<file path="src/rtl/hazard_stall_unit_if.sv">
// Hazard/stall controller bundle: ID/EX hazard sources in,
// pipeline-register stall, bubble and flush enables out.
interface hazard_stall_unit_if #(
  parameter int CNT_W = 16
);
  logic [4:0]       id_reg_s;
  logic [4:0]       id_reg_t;
  logic             id_uses_t;
  logic [4:0]       ex_regD;
  logic             ex_MemRead;
  logic             mem_access;
  logic             dcache_ready;
  logic             icache_ready;
  logic             branch_taken_ex;
  logic             stall_if;
  logic             stall_id;
  logic             bubble_ex;
  logic             bubble_id;
  logic             freeze_mem;
  logic             flush_if;
  logic             flush_id;
  logic [CNT_W-1:0] stall_cycles;

  modport master (
    output id_reg_s, id_reg_t, id_uses_t,
    output ex_regD, ex_MemRead, mem_access,
    output dcache_ready, icache_ready,
    output branch_taken_ex,
    input  stall_if, stall_id, bubble_ex,
    input  bubble_id, freeze_mem,
    input  flush_if, flush_id, stall_cycles
  );

  modport slave (
    input  id_reg_s, id_reg_t, id_uses_t,
    input  ex_regD, ex_MemRead, mem_access,
    input  dcache_ready, icache_ready,
    input  branch_taken_ex,
    output stall_if, stall_id, bubble_ex,
    output bubble_id, freeze_mem,
    output flush_if, flush_id, stall_cycles
  );
endinterface

</file>
<file path="src/rtl/hazard_stall_unit.sv">
// Load-use / cache-miss / branch hazard FSM with Mealy outputs.
// HAZARD_PERF_CNT_EN enables the saturating stall-cycle counter.
module hazard_stall_unit #(
  parameter int LU_STALL_CYCLES = 1,
  parameter int CNT_W           = 16
) (
  input logic              clk,
  input logic              reset,
  hazard_stall_unit_if.slave bus
);

  typedef enum logic [1:0] {
    RUN, LOAD_USE, DC_WAIT, IC_WAIT
  } state_e;

  localparam logic [2:0] LU_LOAD =
    3'(LU_STALL_CYCLES - 1);

  state_e     state_q, state_d;
  logic [2:0] lu_cnt_q, lu_cnt_d;

  logic lu, dm, run_rules;
  logic st_if, st_id, bub_ex, bub_id;
  logic frz, fl_if, fl_id;

  assign dm = bus.mem_access & ~bus.dcache_ready;

  assign lu = bus.ex_MemRead
            & (bus.ex_regD != 5'd0)
            & ((bus.ex_regD == bus.id_reg_s)
            | (bus.id_uses_t
            & (bus.ex_regD == bus.id_reg_t)));

  always_ff @(posedge clk) begin
    if (reset) begin
      state_q  <= RUN;
      lu_cnt_q <= '0;
    end else begin
      state_q  <= state_d;
      lu_cnt_q <= lu_cnt_d;
    end
  end

  always_comb begin
    state_d   = state_q;
    lu_cnt_d  = lu_cnt_q;
    run_rules = 1'b0;
    st_if     = 1'b0;
    st_id     = 1'b0;
    bub_ex    = 1'b0;
    bub_id    = 1'b0;
    frz       = 1'b0;
    fl_if     = 1'b0;
    fl_id     = 1'b0;

    unique case (state_q)
      RUN: begin
        if (dm) begin
          st_if   = 1'b1;
          st_id   = 1'b1;
          frz     = 1'b1;
          state_d = DC_WAIT;
        end else begin
          run_rules = 1'b1;
        end
      end
      LOAD_USE: begin
        if (dm) begin
          st_if    = 1'b1;
          st_id    = 1'b1;
          frz      = 1'b1;
          state_d  = DC_WAIT;
          lu_cnt_d = '0;
        end else begin
          st_if    = 1'b1;
          st_id    = 1'b1;
          bub_ex   = 1'b1;
          lu_cnt_d = lu_cnt_q - 3'd1;
          if (lu_cnt_q <= 3'd1) state_d = RUN;
        end
      end
      DC_WAIT: begin
        if (!bus.dcache_ready) begin
          st_if = 1'b1;
          st_id = 1'b1;
          frz   = 1'b1;
        end else begin
          run_rules = 1'b1;
        end
      end
      IC_WAIT: begin
        if (dm) begin
          st_if   = 1'b1;
          st_id   = 1'b1;
          frz     = 1'b1;
          state_d = DC_WAIT;
        end else if (bus.branch_taken_ex) begin
          st_if = 1'b1;
          fl_if = 1'b1;
          fl_id = 1'b1;
        end else begin
          run_rules = 1'b1;
        end
      end
      default: state_d = RUN;
    endcase

    // Shared by RUN, the D-miss release cycle and I-miss exit
    if (run_rules) begin
      if (bus.branch_taken_ex) begin
        fl_if   = 1'b1;
        fl_id   = 1'b1;
        state_d = RUN;
      end else if (lu) begin
        st_if  = 1'b1;
        st_id  = 1'b1;
        bub_ex = 1'b1;
        if (LU_STALL_CYCLES > 1) begin
          lu_cnt_d = LU_LOAD;
          state_d  = LOAD_USE;
        end else begin
          state_d = RUN;
        end
      end else if (!bus.icache_ready) begin
        st_if   = 1'b1;
        bub_id  = 1'b1;
        state_d = IC_WAIT;
      end else begin
        state_d = RUN;
      end
    end
  end

  assign bus.stall_if   = st_if  & ~reset;
  assign bus.stall_id   = st_id  & ~reset;
  assign bus.bubble_ex  = bub_ex & ~reset;
  assign bus.bubble_id  = bub_id & ~reset;
  assign bus.freeze_mem = frz    & ~reset;
  assign bus.flush_if   = fl_if  & ~reset;
  assign bus.flush_id   = fl_id  & ~reset;

`ifdef HAZARD_PERF_CNT_EN
  logic [CNT_W-1:0] perf_q, perf_d;

  always_comb begin
    perf_d = perf_q;
    if (bus.stall_if && !(&perf_q))
      perf_d = perf_q + 1'b1;
  end

  always_ff @(posedge clk) begin
    if (reset) perf_q <= '0;
    else       perf_q <= perf_d;
  end

  assign bus.stall_cycles = reset ? '0 : perf_q;
`else
  assign bus.stall_cycles = {CNT_W{1'b0}};
`endif

endmodule

</file>
<file path="src/flat_wrapper.sv">
// flat-port wrapper written by rule: the top's interface ports become plain ports
module hazard_stall_unit_flat 
#(
  parameter int LU_STALL_CYCLES = 1,
  parameter int CNT_W           = 16
)
  (clk, reset, bus_id_reg_s, bus_id_reg_t, bus_id_uses_t, bus_ex_regD, bus_ex_MemRead, bus_mem_access, bus_dcache_ready, bus_icache_ready, bus_branch_taken_ex, bus_stall_if, bus_stall_id, bus_bubble_ex, bus_bubble_id, bus_freeze_mem, bus_flush_if, bus_flush_id, bus_stall_cycles);
  hazard_stall_unit_if #(.CNT_W(CNT_W)) bus_i ();
  input logic clk;
  input logic reset;
  input wire logic [$bits(bus_i.id_reg_s)-1:0] bus_id_reg_s;
  input wire logic [$bits(bus_i.id_reg_t)-1:0] bus_id_reg_t;
  input wire logic [$bits(bus_i.id_uses_t)-1:0] bus_id_uses_t;
  input wire logic [$bits(bus_i.ex_regD)-1:0] bus_ex_regD;
  input wire logic [$bits(bus_i.ex_MemRead)-1:0] bus_ex_MemRead;
  input wire logic [$bits(bus_i.mem_access)-1:0] bus_mem_access;
  input wire logic [$bits(bus_i.dcache_ready)-1:0] bus_dcache_ready;
  input wire logic [$bits(bus_i.icache_ready)-1:0] bus_icache_ready;
  input wire logic [$bits(bus_i.branch_taken_ex)-1:0] bus_branch_taken_ex;
  output wire logic [$bits(bus_i.stall_if)-1:0] bus_stall_if;
  output wire logic [$bits(bus_i.stall_id)-1:0] bus_stall_id;
  output wire logic [$bits(bus_i.bubble_ex)-1:0] bus_bubble_ex;
  output wire logic [$bits(bus_i.bubble_id)-1:0] bus_bubble_id;
  output wire logic [$bits(bus_i.freeze_mem)-1:0] bus_freeze_mem;
  output wire logic [$bits(bus_i.flush_if)-1:0] bus_flush_if;
  output wire logic [$bits(bus_i.flush_id)-1:0] bus_flush_id;
  output wire logic [$bits(bus_i.stall_cycles)-1:0] bus_stall_cycles;
  assign bus_i.id_reg_s = bus_id_reg_s;
  assign bus_i.id_reg_t = bus_id_reg_t;
  assign bus_i.id_uses_t = bus_id_uses_t;
  assign bus_i.ex_regD = bus_ex_regD;
  assign bus_i.ex_MemRead = bus_ex_MemRead;
  assign bus_i.mem_access = bus_mem_access;
  assign bus_i.dcache_ready = bus_dcache_ready;
  assign bus_i.icache_ready = bus_icache_ready;
  assign bus_i.branch_taken_ex = bus_branch_taken_ex;
  assign bus_stall_if = bus_i.stall_if;
  assign bus_stall_id = bus_i.stall_id;
  assign bus_bubble_ex = bus_i.bubble_ex;
  assign bus_bubble_id = bus_i.bubble_id;
  assign bus_freeze_mem = bus_i.freeze_mem;
  assign bus_flush_if = bus_i.flush_if;
  assign bus_flush_id = bus_i.flush_id;
  assign bus_stall_cycles = bus_i.stall_cycles;
  hazard_stall_unit #(.LU_STALL_CYCLES(LU_STALL_CYCLES), .CNT_W(CNT_W)) u_core (.clk(clk), .reset(reset), .bus(bus_i));
endmodule
</file>
<file path="config.mk">
export PLATFORM = sky130hd
export DESIGN_NAME = hazard_stall_unit_flat
export DESIGN_NICKNAME = d
export VERILOG_FILES = /design/src/rtl/hazard_stall_unit_if.sv /design/src/rtl/hazard_stall_unit.sv /design/src/flat_wrapper.sv
export SDC_FILE = /design/constraint.sdc
export NUM_CORES = 1
export LEC_CHECK = 0
export CORE_UTILIZATION = 38
export DETAILED_ROUTE_END_ITERATION = 6
export PLACE_DENSITY = 0.8
export SLEW_MARGIN = 20
export SYNTH_ARGS = -nofsm -noshare
export SYNTH_HDL_FRONTEND = slang
export SYNTH_SLANG_ARGS = --single-unit
</file>
<file path="constraint.sdc">
create_clock -name clk -period 2 [get_ports clk]
set_input_delay 0.4 -clock clk [delete_from_list [all_inputs] [get_ports clk]]
set_output_delay 0.4 -clock clk [all_outputs]
set_load 0.05 [all_outputs]
</file>
==> results of run 1 <==
[critical path: cells and delay by family (launching register included)]
kind | cells | cell delay, ps
fa+ha+maj | 1 | 150
simple gates | 1 | 250
flops | 1 | 370
compound gates | 2 | 450
buf+inv | 3 | 400
[power breakdown]
group	internal (uW)	total (uW)	switching, uW	leakage [uW]
combinational	168	402	234	0.000595
clock	75.2	112	37.2	0.0000150
sequential	107	116	9.50	0.0000421
total	350	631	281	0.000652
[through the flow]
step	total power [uW]	setup WS, ps
final	631	-241
after detailed placement	488	-490
after CTS	616	-229
after global placement	478	-422
after floorplan	355	-96.5
after global routing	667	-295
[repair_timing]
action / 4_1_cts / 5_1_grt
pin swaps: 12 / 7
hold endpoints to repair: 0 / 0
gates resized for setup: 40 / 13
setup buffers: 1 / 1
setup endpoints to repair: 6 / 6
[state kept, by name (all words and copies together), names as in the netlist]
name / count
u_core.lu_cnt_q: 3
u_core.state_q: 2
[cell usage in the layout (no fill, tap or decap), types with 2 or more instances in the layout]
cell,instances
sky130_fd_sc_hd__o21ai_0,2
sky130_fd_sc_hd__buf_6,2
sky130_fd_sc_hd__inv_1,6
sky130_fd_sc_hd__nor2_4,2
sky130_fd_sc_hd__ha_4,2
sky130_fd_sc_hd__a21oi_1,7
sky130_fd_sc_hd__buf_2,2
sky130_fd_sc_hd__nor2_1,8
sky130_fd_sc_hd__o21ai_1,4
sky130_fd_sc_hd__dlymetal6s2s_1,4
sky130_fd_sc_hd__nand2b_1,4
sky130_fd_sc_hd__conb_1,16
sky130_fd_sc_hd__dlygate4sd2_1,8
sky130_fd_sc_hd__nand3_1,2
sky130_fd_sc_hd__ha_1,7
sky130_fd_sc_hd__clkbuf_4,3
sky130_fd_sc_hd__buf_4,19
sky130_fd_sc_hd__clkdlybuf4s15_1,2
sky130_fd_sc_hd__dfxtp_4,2
sky130_fd_sc_hd__clkdlybuf4s50_1,4
sky130_fd_sc_hd__buf_12,7
sky130_fd_sc_hd__dfxtp_1,3
sky130_fd_sc_hd__xor2_1,9
sky130_fd_sc_hd__nor3_2,2
[synthesized netlist by cell type (2+ instances only)]
cell type,number
sky130_fd_sc_hd__dfxtp_1,5
sky130_fd_sc_hd__buf_4,17
sky130_fd_sc_hd__a21oi_1,9
sky130_fd_sc_hd__a32oi_1,2
sky130_fd_sc_hd__nand2b_1,4
sky130_fd_sc_hd__clkbuf_1,2
sky130_fd_sc_hd__o21ai_1,2
sky130_fd_sc_hd__xor2_1,9
sky130_fd_sc_hd__nor2_1,10
sky130_fd_sc_hd__ha_1,9
sky130_fd_sc_hd__inv_1,8
sky130_fd_sc_hd__nor3_1,3
sky130_fd_sc_hd__nand3_1,2
sky130_fd_sc_hd__o21ai_0,4
[final cells by class]
class,instances,area share (%)
clock buffer,4,1.84
multi-input combinational,88,50.1
sequential,5,7.54
inverter,8,2.28
timing repair buffer,50,35.9
tap,27,2.37
[routing by layer]
metal	vias to the layer above	share of wire, %
met4	0	1.6
met1	385	37
met5	-	0
met2	53	56
li1	426	-
met3	4	5.7
[how the worst max path moves through the flow]
stage | start | endpoint | depth (start not counted)
2_1_floorplan | u_core.state_q[0] | bus_flush_if | 6
3_3_place_gp | bus_ex_regD[0] | bus_bubble_ex | 6
3_5_place_dp | bus_ex_regD[1] | bus_bubble_id | 8
4_1_cts | bus_id_reg_s[4] | bus_bubble_id | 8
5_1_grt | u_core.state_q[1] | bus_stall_if | 7
6_report | u_core.state_q[1] | bus_stall_if | 7
[cells by family (layout without fill, tap and decap cells)]
family	after synthesis	in the layout	share of synthesized area, %
other cells	1	16	0.470
simple gates	25	25	15.8
buf+inv	27	62	20.7
xor+xnor	10	10	11.0
flops	5	5	12.5
fa+ha+maj	9	9	14.1
mux	1	1	1.25
compound gates	27	27	24.1
==> results_dict.tcl, run 1 <==
set metrics [dict create \
    status "complete, but fails checks" \
    violated_checks "design-rule violations, negative setup slack" \
    insertion_delay_ps 230 \
    grt_max_degree 10 \
    instances_no_fill 182 \
    timing.hold.worst_endpoint "u_core.lu_cnt_q[2]" \
    tritoncts.num_buffers 3 \
    ff_latch_area_um2 108 \
    period_needed_ps 2240 \
    numPlacedInstances 176 \
    antenna_left 0 \
    layout-drive-gt1-share_pct 36.8 \
    num-nets-final 188 \
    overflow 0 \
    crit_chain "inv_4 > ha_4 > or2_4 > a2111oi_4 > buf_4 > a21o_1 > buf_12" \
    clock-root-buffer "sky130_fd_sc_hd__clkbuf_4" \
    min_from "u_core.lu_cnt_q[2]" \
    yosysWarnings 0 \
    postLayoutCoreUtil_pct 72.7 \
    critical-path-slowest-cell "sky130_fd_sc_hd__dfxtp_4" \
    max_stage_delay_ps 370 \
    grt_setup_unrepaired "yes" \
    distinct_cells_synth 33 \
    drt_drc_violations_left 2 \
    postSynth.topFlopCell "sky130_fd_sc_hd__dfxtp_1" \
    r2r_setup_slack_ps 270 \
    avgRoutedWirePerCell_um 12.3 \
    drt_iter0_drc 13 \
    post_drt_via_cell_ratio 4.77 \
    worstPathArrival_ps 1840 \
    multiInputGateArea_um2 714 \
    final-hold-violation-count 0 \
    p_leak_uw 0.000652 \
    grt_pass1_wl_um 3110 \
    post-route-worst-setup-slack_ps -241 \
    synth-seq-cells 5 \
    slew_violations 0 \
    hold_path_class "flop to flop" \
    ir_worst_vdd_uv 315 \
    path_clk_slew_ps 40 \
    fin_worst_skew_ps 1.80 \
    drt-pass1-iter-count 7 \
    criticalPathCategory "flop to primary output" \
    dp_hpwl_um 1660 \
    achievable-frequency_mhz 446 \
    std_cell_rows 16 \
    global_route.peak_usage_layer "met2" \
    cts_num_sinks 5 \
    vias_in_the_first_global_route 780 \
    groute.layer.met1.usage_pct 19.1 \
    timing.hold.ws_ps 529 \
    tns_ps -1040 \
    synth-edff-count 0 \
    cap_violations 0 \
    sort_of_element_at_the_end_of_the_critical_path "primary output" \
    num_vias 868 \
    start_util_pct 40.7 \
    postSynth.asyncResetShare_pct 0 \
    synthesis.instances 105 \
    port-buffer-count 29 \
    final.period_utilization_pct 112 \
    post_dp_cell_area_um2 1290 \
    cts_tree "done" \
    grt.total_usage_pct 19.1 \
    worst_r2r_path_depth 9 \
    antenna_cells 0 \
    fp.dieArea_um2 2290 \
    met2_capacity_usage_during_global_routing_pct 41.6 \
    ctsLongestPathBuffers 2 \
    setup_viol_count_final 6 \
    required_ps 1600 \
    fin_area_um2 1430 \
    grt_util_met3_pct 3.77 \
    floorplan.io_pins 46 \
    cts_hold_buffers 0 \
    ys_top_cells_by_area "sky130_fd_sc_hd__buf_4 16%, sky130_fd_sc_hd__ha_1 14%, sky130_fd_sc_hd__dfxtp_1 13%" \
    fp.dieH_um 47.8 \
    area_growth_syn_to_layout_pct 78.7 \
    synth_seq_area_share_pct 12.5 \
    antenna_violations_before_repair 0 \
    core_region_area_um2 1960 \
    yosysTopAreaCellShare_pct 16.0 \
    power_density_nw_per_um2 442 \
    path_max_fanout 4 \
    gp_congestion 0.883 \
    reg2reg_from "u_core.state_q[0]" \
    syn_area_per_cell_um2 7.60 \
    post_synth_instance_area_um2 798 \
    timing.critical_path.from_type "flop" \
    die_width_um 47.8 \
    num-fill-cells 153 \
    totalWireLength_um 2250 \
    worst_reg2reg_endpoint "u_core.state_q[1]" \
    worstHoldPathCells 2 \
    synth_area_leader "sky130_fd_sc_hd__buf_4" \
    clock_tree.htree_level_count 1 \
]
(Power assumes the default switching activity.)
==> run 2, diff against run 1 <==
--- a/config.mk
+++ b/config.mk
@@ -5,9 +5,10 @@
 export SDC_FILE = /design/constraint.sdc
 export NUM_CORES = 1
 export LEC_CHECK = 0
-export CORE_UTILIZATION = 38
+export CORE_UTILIZATION = 34
 export DETAILED_ROUTE_END_ITERATION = 6
-export PLACE_DENSITY = 0.8
+export GPL_TIMING_DRIVEN = 0
+export PLACE_DENSITY = 0.76
 export SLEW_MARGIN = 20
 export SYNTH_ARGS = -nofsm -noshare
 export SYNTH_HDL_FRONTEND = slang
==> constraint.sdc (replaced) <==
create_clock -name clk -period 1.95 [get_ports clk]
set_input_delay 0.39 -clock clk [delete_from_list [all_inputs] [get_ports clk]]
set_output_delay 0.39 -clock clk [all_outputs]
set_load 0.05 [all_outputs]
==> run 2 against run 1 <==
  * The flow finishes with violations (negative setup slack)
  * Via count increased by 2.1%
  * Core utilization decreased by 6.8 points
  * Combinational power increased by 6.2%
  * Sequential cell count unchanged
  * Sequential power increased by 5%
  * Worst setup slack got worse by 16 ps
  * First-iteration DRC count decreased by 46%
  * Critical path depth decreased by 1
  * Power increased by 7.1%
  * Critical path type unchanged
  * Critical endpoint unchanged
  * Highest routed layer unchanged
==> results_dict.tcl, run 2 (synthesized netlist as in run 1, its figures left out) <==
set metrics [dict create \
    num-nets-final 199 \
    violated_checks "negative setup slack" \
    reg2reg_from "u_core.state_q[1]" \
    sort_of_element_at_the_end_of_the_critical_path "primary output" \
    biggestRegsByFlops "u_core.lu_cnt_q x3, u_core.state_q x2" \
    slew_violations 0 \
    timing.hold.ws_ps 514 \
    path_max_fanout 10 \
    dp_hpwl_um 1540 \
    start_util_pct 36.1 \
    overflow 0 \
    antenna_left 0 \
    period_needed_ps 2210 \
    setup_viol_count_final 7 \
    insertion_delay_ps 250 \
    fin_area_um2 1460 \
    timing.critical_path.from_type "flop" \
    fp.dieArea_um2 2550 \
    fin_worst_skew_ps 4.46 \
    ctsLongestPathBuffers 2 \
    largest_register_ff_count 3 \
    clock-root-buffer "sky130_fd_sc_hd__clkbuf_4" \
    grt.total_usage_pct 18.4 \
    max_slew.worst_pin.slew_ps 632 \
    p_leak_uw 0.000678 \
    drt_iter0_drc 7 \
    worst_r2r_path_depth 12 \
    power_density_nw_per_um2 463 \
    required_ps 1560 \
    cts_num_sinks 5 \
    status "complete, but fails checks" \
    cts_tree "done" \
    drt_drc_violations_left 0 \
    num-fill-cells 188 \
    drt-pass1-iter-count 3 \
    antenna_cells 0 \
    final_common_cell "sky130_fd_sc_hd__buf_4" \
    fp.dieH_um 50.5 \
    layout_common_cells "31 x sky130_fd_sc_hd__buf_4, 16 x sky130_fd_sc_hd__conb_1, 11 x sky130_fd_sc_hd__dlygate4sd2_1" \
    post_dp_cell_area_um2 1230 \
    grt_pass1_wl_um 3490 \
    clock_tree.htree_level_count 1 \
    r2r_setup_slack_ps -60 \
    area_growth_syn_to_layout_pct 82.8 \
    gp_congestion 0.772 \
    grt_setup_unrepaired "yes" \
    totalWireLength_um 2140 \
    layout-drive-gt1-share_pct 42.2 \
    antenna_violations_before_repair 0 \
    cap_violations 0 \
    num_vias 886 \
    core_region_area_um2 2210 \
    worst_reg2reg_endpoint "u_core.state_q[1]" \
    timing.critical_path.from "u_core.state_q[1]" \
    criticalPathCategory "flop to primary output" \
    max_slew_margin_pct 57.9 \
    endpoint_of_the_most_critical_setup_path "bus_stall_if" \
    tritoncts.num_buffers 3 \
    vias_in_the_first_global_route 861 \
    achievable-frequency_mhz 453 \
    hold_path_class "flop to flop" \
    final-hold-violation-count 0 \
    final.period_utilization_pct 113 \
    top_register "u_core.lu_cnt_q" \
    grt_max_degree 11 \
    port-buffer-count 28 \
    worstPathArrival_ps 1820 \
    avgRoutedWirePerCell_um 11.0 \
    floorplan.io_pins 46 \
    postLayoutCoreUtil_pct 66.0 \
    path_clk_slew_ps 50 \
    cts_hold_buffers 0 \
    ir_worst_vdd_uv 409 \
    std_cell_rows 17 \
    post-route-worst-setup-slack_ps -257 \
    die_width_um 50.5 \
    post_drt_via_cell_ratio 4.57 \
]
==> run 2: routing by layer <==
metal	wire length (um)	share of wire [%]	up-vias	GRT usage, %
li1	-	-	452	-
met1	780	36	384	17.6
met2	1120	52	43	35.1
met3	198	9.3	7	6.97
met4	42	2.0	0	6.94
met5	0	0	-	0
==> run 2: how the worst min path moves through the flow <==
stage / depth (start not counted) / to / slack [ps] / start
2_1_floorplan: 2 / u_core.lu_cnt_q[0] / 480 / u_core.lu_cnt_q[0]
3_3_place_gp: 2 / u_core.lu_cnt_q[0] / 490 / u_core.lu_cnt_q[0]
3_5_place_dp: 2 / u_core.lu_cnt_q[0] / 510 / u_core.lu_cnt_q[0]
4_1_cts: 2 / u_core.lu_cnt_q[0] / 520 / u_core.lu_cnt_q[0]
5_1_grt: 2 / u_core.lu_cnt_q[0] / 550 / u_core.lu_cnt_q[0]
6_report: 2 / u_core.lu_cnt_q[0] / 510 / u_core.lu_cnt_q[0]
==> run 2: metrics by stage <==
step	worst slack [ps]	setup TNS, ps	power [uW]	cells
finish	-257	-1090	675	194
global route	-322	-1710	715	194
CTS	-248	-1090	653	192
detailed placement	-1220	-6950	468	176
global placement	-1250	-6930	461	176
floorplan	-123	-128	372	120
==> run 2: report_power, final <==
group          switching (uW)  leakage (uW)  internal (uW)  total (uW)
Combinational             241      0.000618            187         427
Sequential               12.5     0.0000421            110         122
Clock                    51.5     0.0000177           74.7         126
Total                     305      0.000678            371         675
==> run 2: worst max-delay path, stage by stage, from the launching register on <==
cell,delay [ps]
sky130_fd_sc_hd__dfxtp_4,370
sky130_fd_sc_hd__inv_6,90
sky130_fd_sc_hd__ha_1,380
sky130_fd_sc_hd__a21oi_1,100
sky130_fd_sc_hd__a221oi_1,320
sky130_fd_sc_hd__a21o_1,140
sky130_fd_sc_hd__buf_6,160
==> run 2: what timing repair did <==
| item | CTS | global route |
|---|---|---|
| pin swaps | 17 | 5 |
| setup buffers | 13 | 2 |
| endpoints found under the setup margin | 7 | 9 |
| gates resized for setup | 93 | 8 |
| gates cloned | 0 | 0 |
==> run 2: final cells by class <==
| class | count | area [um2] | share of cell area [%] |
|---|---|---|---|
| repair buffers | 43 | 387 | 26.5 |
| plain buffers | 18 | 131 | 9.01 |
| clock inverters | 1 | 5.00 | 0.343 |
| flip-flops and latches | 5 | 108 | 7.38 |
| clock buffers | 3 | 22.5 | 1.54 |
| well taps | 28 | 35.0 | 2.40 |
| multi-input cells | 88 | 731 | 50.1 |
| inverters | 8 | 40.0 | 2.74 |
==> run 3, diff against run 2 <==
--- a/config.mk
+++ b/config.mk
@@ -5,10 +5,12 @@
 export SDC_FILE = /design/constraint.sdc
 export NUM_CORES = 1
 export LEC_CHECK = 0
-export CORE_UTILIZATION = 34
+export CORE_ASPECT_RATIO = 1.1
+export CORE_UTILIZATION = 50
 export DETAILED_ROUTE_END_ITERATION = 6
+export DONT_BUFFER_PORTS = 1
 export GPL_TIMING_DRIVEN = 0
-export PLACE_DENSITY = 0.76
+export PLACE_DENSITY = 0.65
 export SLEW_MARGIN = 20
 export SYNTH_ARGS = -nofsm -noshare
 export SYNTH_HDL_FRONTEND = slang
==> run 3 against run 2 <==
  * Worst hold slack got worse by 58 ps
  * Non-clock buffer count shrank 34
  * Clock power decreased by 5%
  * The run still ends with negative setup slack left
  * Critical path type unchanged
  * Highest routed layer unchanged
  * Via count fell by 12%
  * Cell count shrank 24%
  * Critical path depth rose by 1
  * Sequential power barely moved
  * Maximum frequency is 2.5% higher
==> results_dict.tcl, run 3 (synthesized netlist as in run 1, its figures left out) <==
set metrics [dict create \
    area_growth_syn_to_layout_pct 43.4 \
    wl_met2_um 1070 \
    die_width_um 40.1 \
    gp_congestion 0.849 \
    top_register "u_core.lu_cnt_q" \
    critical-path-slowest-cell "sky130_fd_sc_hd__a21oi_4" \
    clock-root-buffer "sky130_fd_sc_hd__clkbuf_4" \
    tns_ps -883 \
    std_cell_rows 14 \
    setup_viol_count_final 5 \
    totalWireLength_um 2020 \
    floorplan.io_pins 46 \
    status "complete, but fails checks" \
    port-buffer-count 0 \
    post_dp_cell_area_um2 937 \
    m1WireLength_um 743 \
    achievable-frequency_mhz 464 \
    antenna_cells 0 \
    final.period_utilization_pct 110 \
    worst_r2r_path_depth 8 \
    antenna_left 0 \
    fin_area_um2 1140 \
    grt_setup_unrepaired "yes" \
    overflow 0 \
    sort_of_element_at_the_end_of_the_critical_path "primary output" \
    violated_checks "negative setup slack" \
    path_max_fanout 5 \
    place_worst_setup_slack_ps -227 \
    avgRoutedWirePerCell_um 13.6 \
    timing.critical_path.from_type "flop" \
    num-fill-cells 102 \
    drt_iter0_drc 6 \
    grt_pass1_wl_um 2940 \
    core_region_area_um2 1420 \
    tritoncts.num_buffers 3 \
    crit_chain "inv_6 > ha_4 > a21oi_4 > o21ai_2 > nand2b_1 > a21oi_4 > buf_6" \
    cts_num_sinks 5 \
    layout_common_cells "25 x sky130_fd_sc_hd__buf_4, 16 x sky130_fd_sc_hd__conb_1, 9 x sky130_fd_sc_hd__xor2_1, 9 x sky130_fd_sc_hd__nor2_1, 7 x sky130_fd_sc_hd__a21oi_1" \
    critical_path_buf_inv_count 2 \
    drt_drc_violations_left 0 \
    timing.hold.ws_ps 457 \
    period_needed_ps 2150 \
    ctsLongestPathBuffers 2 \
    cp_top_family "compound AO/OA/AOI/OAI gates" \
    grt_max_degree 11 \
    highest_routed_metal_layer "met4" \
    required_ps 1560 \
    cts_tree "done" \
    dp_hpwl_um 1370 \
    final_common_cell "sky130_fd_sc_hd__buf_4" \
    worstPathArrival_ps 1760 \
    layout-drive-gt1-share_pct 40.9 \
    post_drt_via_cell_ratio 5.26 \
    cp.depth 7 \
    worstHoldPathCells 3 \
    fp.dieH_um 43.9 \
    drt-pass1-iter-count 4 \
    power_density_nw_per_um2 518 \
    path_clk_slew_ps 40 \
    grt.total_usage_pct 24.4 \
    clock_tree.htree_level_count 1 \
    ff_latch_area_um2 108 \
    biggestRegsByFlops "u_core.lu_cnt_q x3, u_core.state_q x2" \
    ir_worst_vdd_uv 251 \
    wl_met3_um 154 \
    max_slew_margin_pct 51.6 \
    largest_register_ff_count 3 \
    max_slew.worst_pin.slew_ps 726 \
    num-nets-final 165 \
    final-hold-violation-count 0 \
    multiInputGateArea_um2 746 \
    max_stage_delay_ps 390 \
    cap_violations 0 \
    hold_path_class "input pin to flop" \
    antenna_violations_before_repair 0 \
    post-route-worst-setup-slack_ps -203 \
    num_vias 779 \
    crit_path_top_cell_by_count "sky130_fd_sc_hd__a21oi_4" \
    vias_in_the_first_global_route 729 \
    fp.dieArea_um2 1760 \
    p_leak_uw 0.000486 \
    criticalPathCategory "flop to primary output" \
    insertion_delay_ps 240 \
    slew_violations 0 \
    start_util_pct 56.3 \
    fin_worst_skew_ps 4.64 \
    postLayoutCoreUtil_pct 80.7 \
]
-- run 3: what timing repair did --
action | CTS | global route
setup endpoints to repair | 7 | 7
pin swaps | 5 | 3
hold buffers | 0 | 0
resized for setup | 13 | 12
buffers inserted | 5 | 4
-- run 3: worst reg2reg max path, cell delays in order, from the launching register on --
cell,delay (ps)
sky130_fd_sc_hd__dfxtp_4,400
sky130_fd_sc_hd__inv_6,60
sky130_fd_sc_hd__ha_4,160
sky130_fd_sc_hd__or2_4,230
sky130_fd_sc_hd__a2111oi_4,220
sky130_fd_sc_hd__nand2b_1,160
sky130_fd_sc_hd__buf_4,160
sky130_fd_sc_hd__buf_4,130
sky130_fd_sc_hd__o21ai_1,100
-- run 3: cell type report --
class,count,area share [%]
clock buffers,4,2.30
flip-flops and latches,5,9.40
well taps,16,1.75
inverters,8,3.72
multi-input cells,88,65.1
repair buffers,9,5.90
plain buffers,18,11.8
-- run 3: path summary, 6_finish.rpt --
kind | startpoint | slack (ps) | end
setup / recovery | u_core.state_q[0] | -200 | bus_flush_if
hold / removal | bus_ex_MemRead | 460 | u_core.state_q[1]
setup reg to reg | u_core.state_q[1] | 280 | u_core.state_q[0]
hold reg to reg | u_core.lu_cnt_q[0] | 500 | u_core.lu_cnt_q[0]
-- run 3: per-layer routing --
metal | track usage, % | up-vias
li1 | - | 384
met5 | 0 | -
met1 | 25.6 | 348
met2 | 42.9 | 41
met4 | 13.8 | 0
met3 | 4.62 | 6
-- run 3: power by group --
part           leakage [uW]  internal [uW]  switching [uW]
logic              0.000429            129             220
registers         0.0000421            110            13.5
clock network     0.0000150           77.4            43.0
-- run 3: metrics by stage --
stage,cells,total power (uW)
global placement,136,392
CTS,144,554
global route,148,629
floorplan,120,372
finish,148,593
detailed placement,136,397
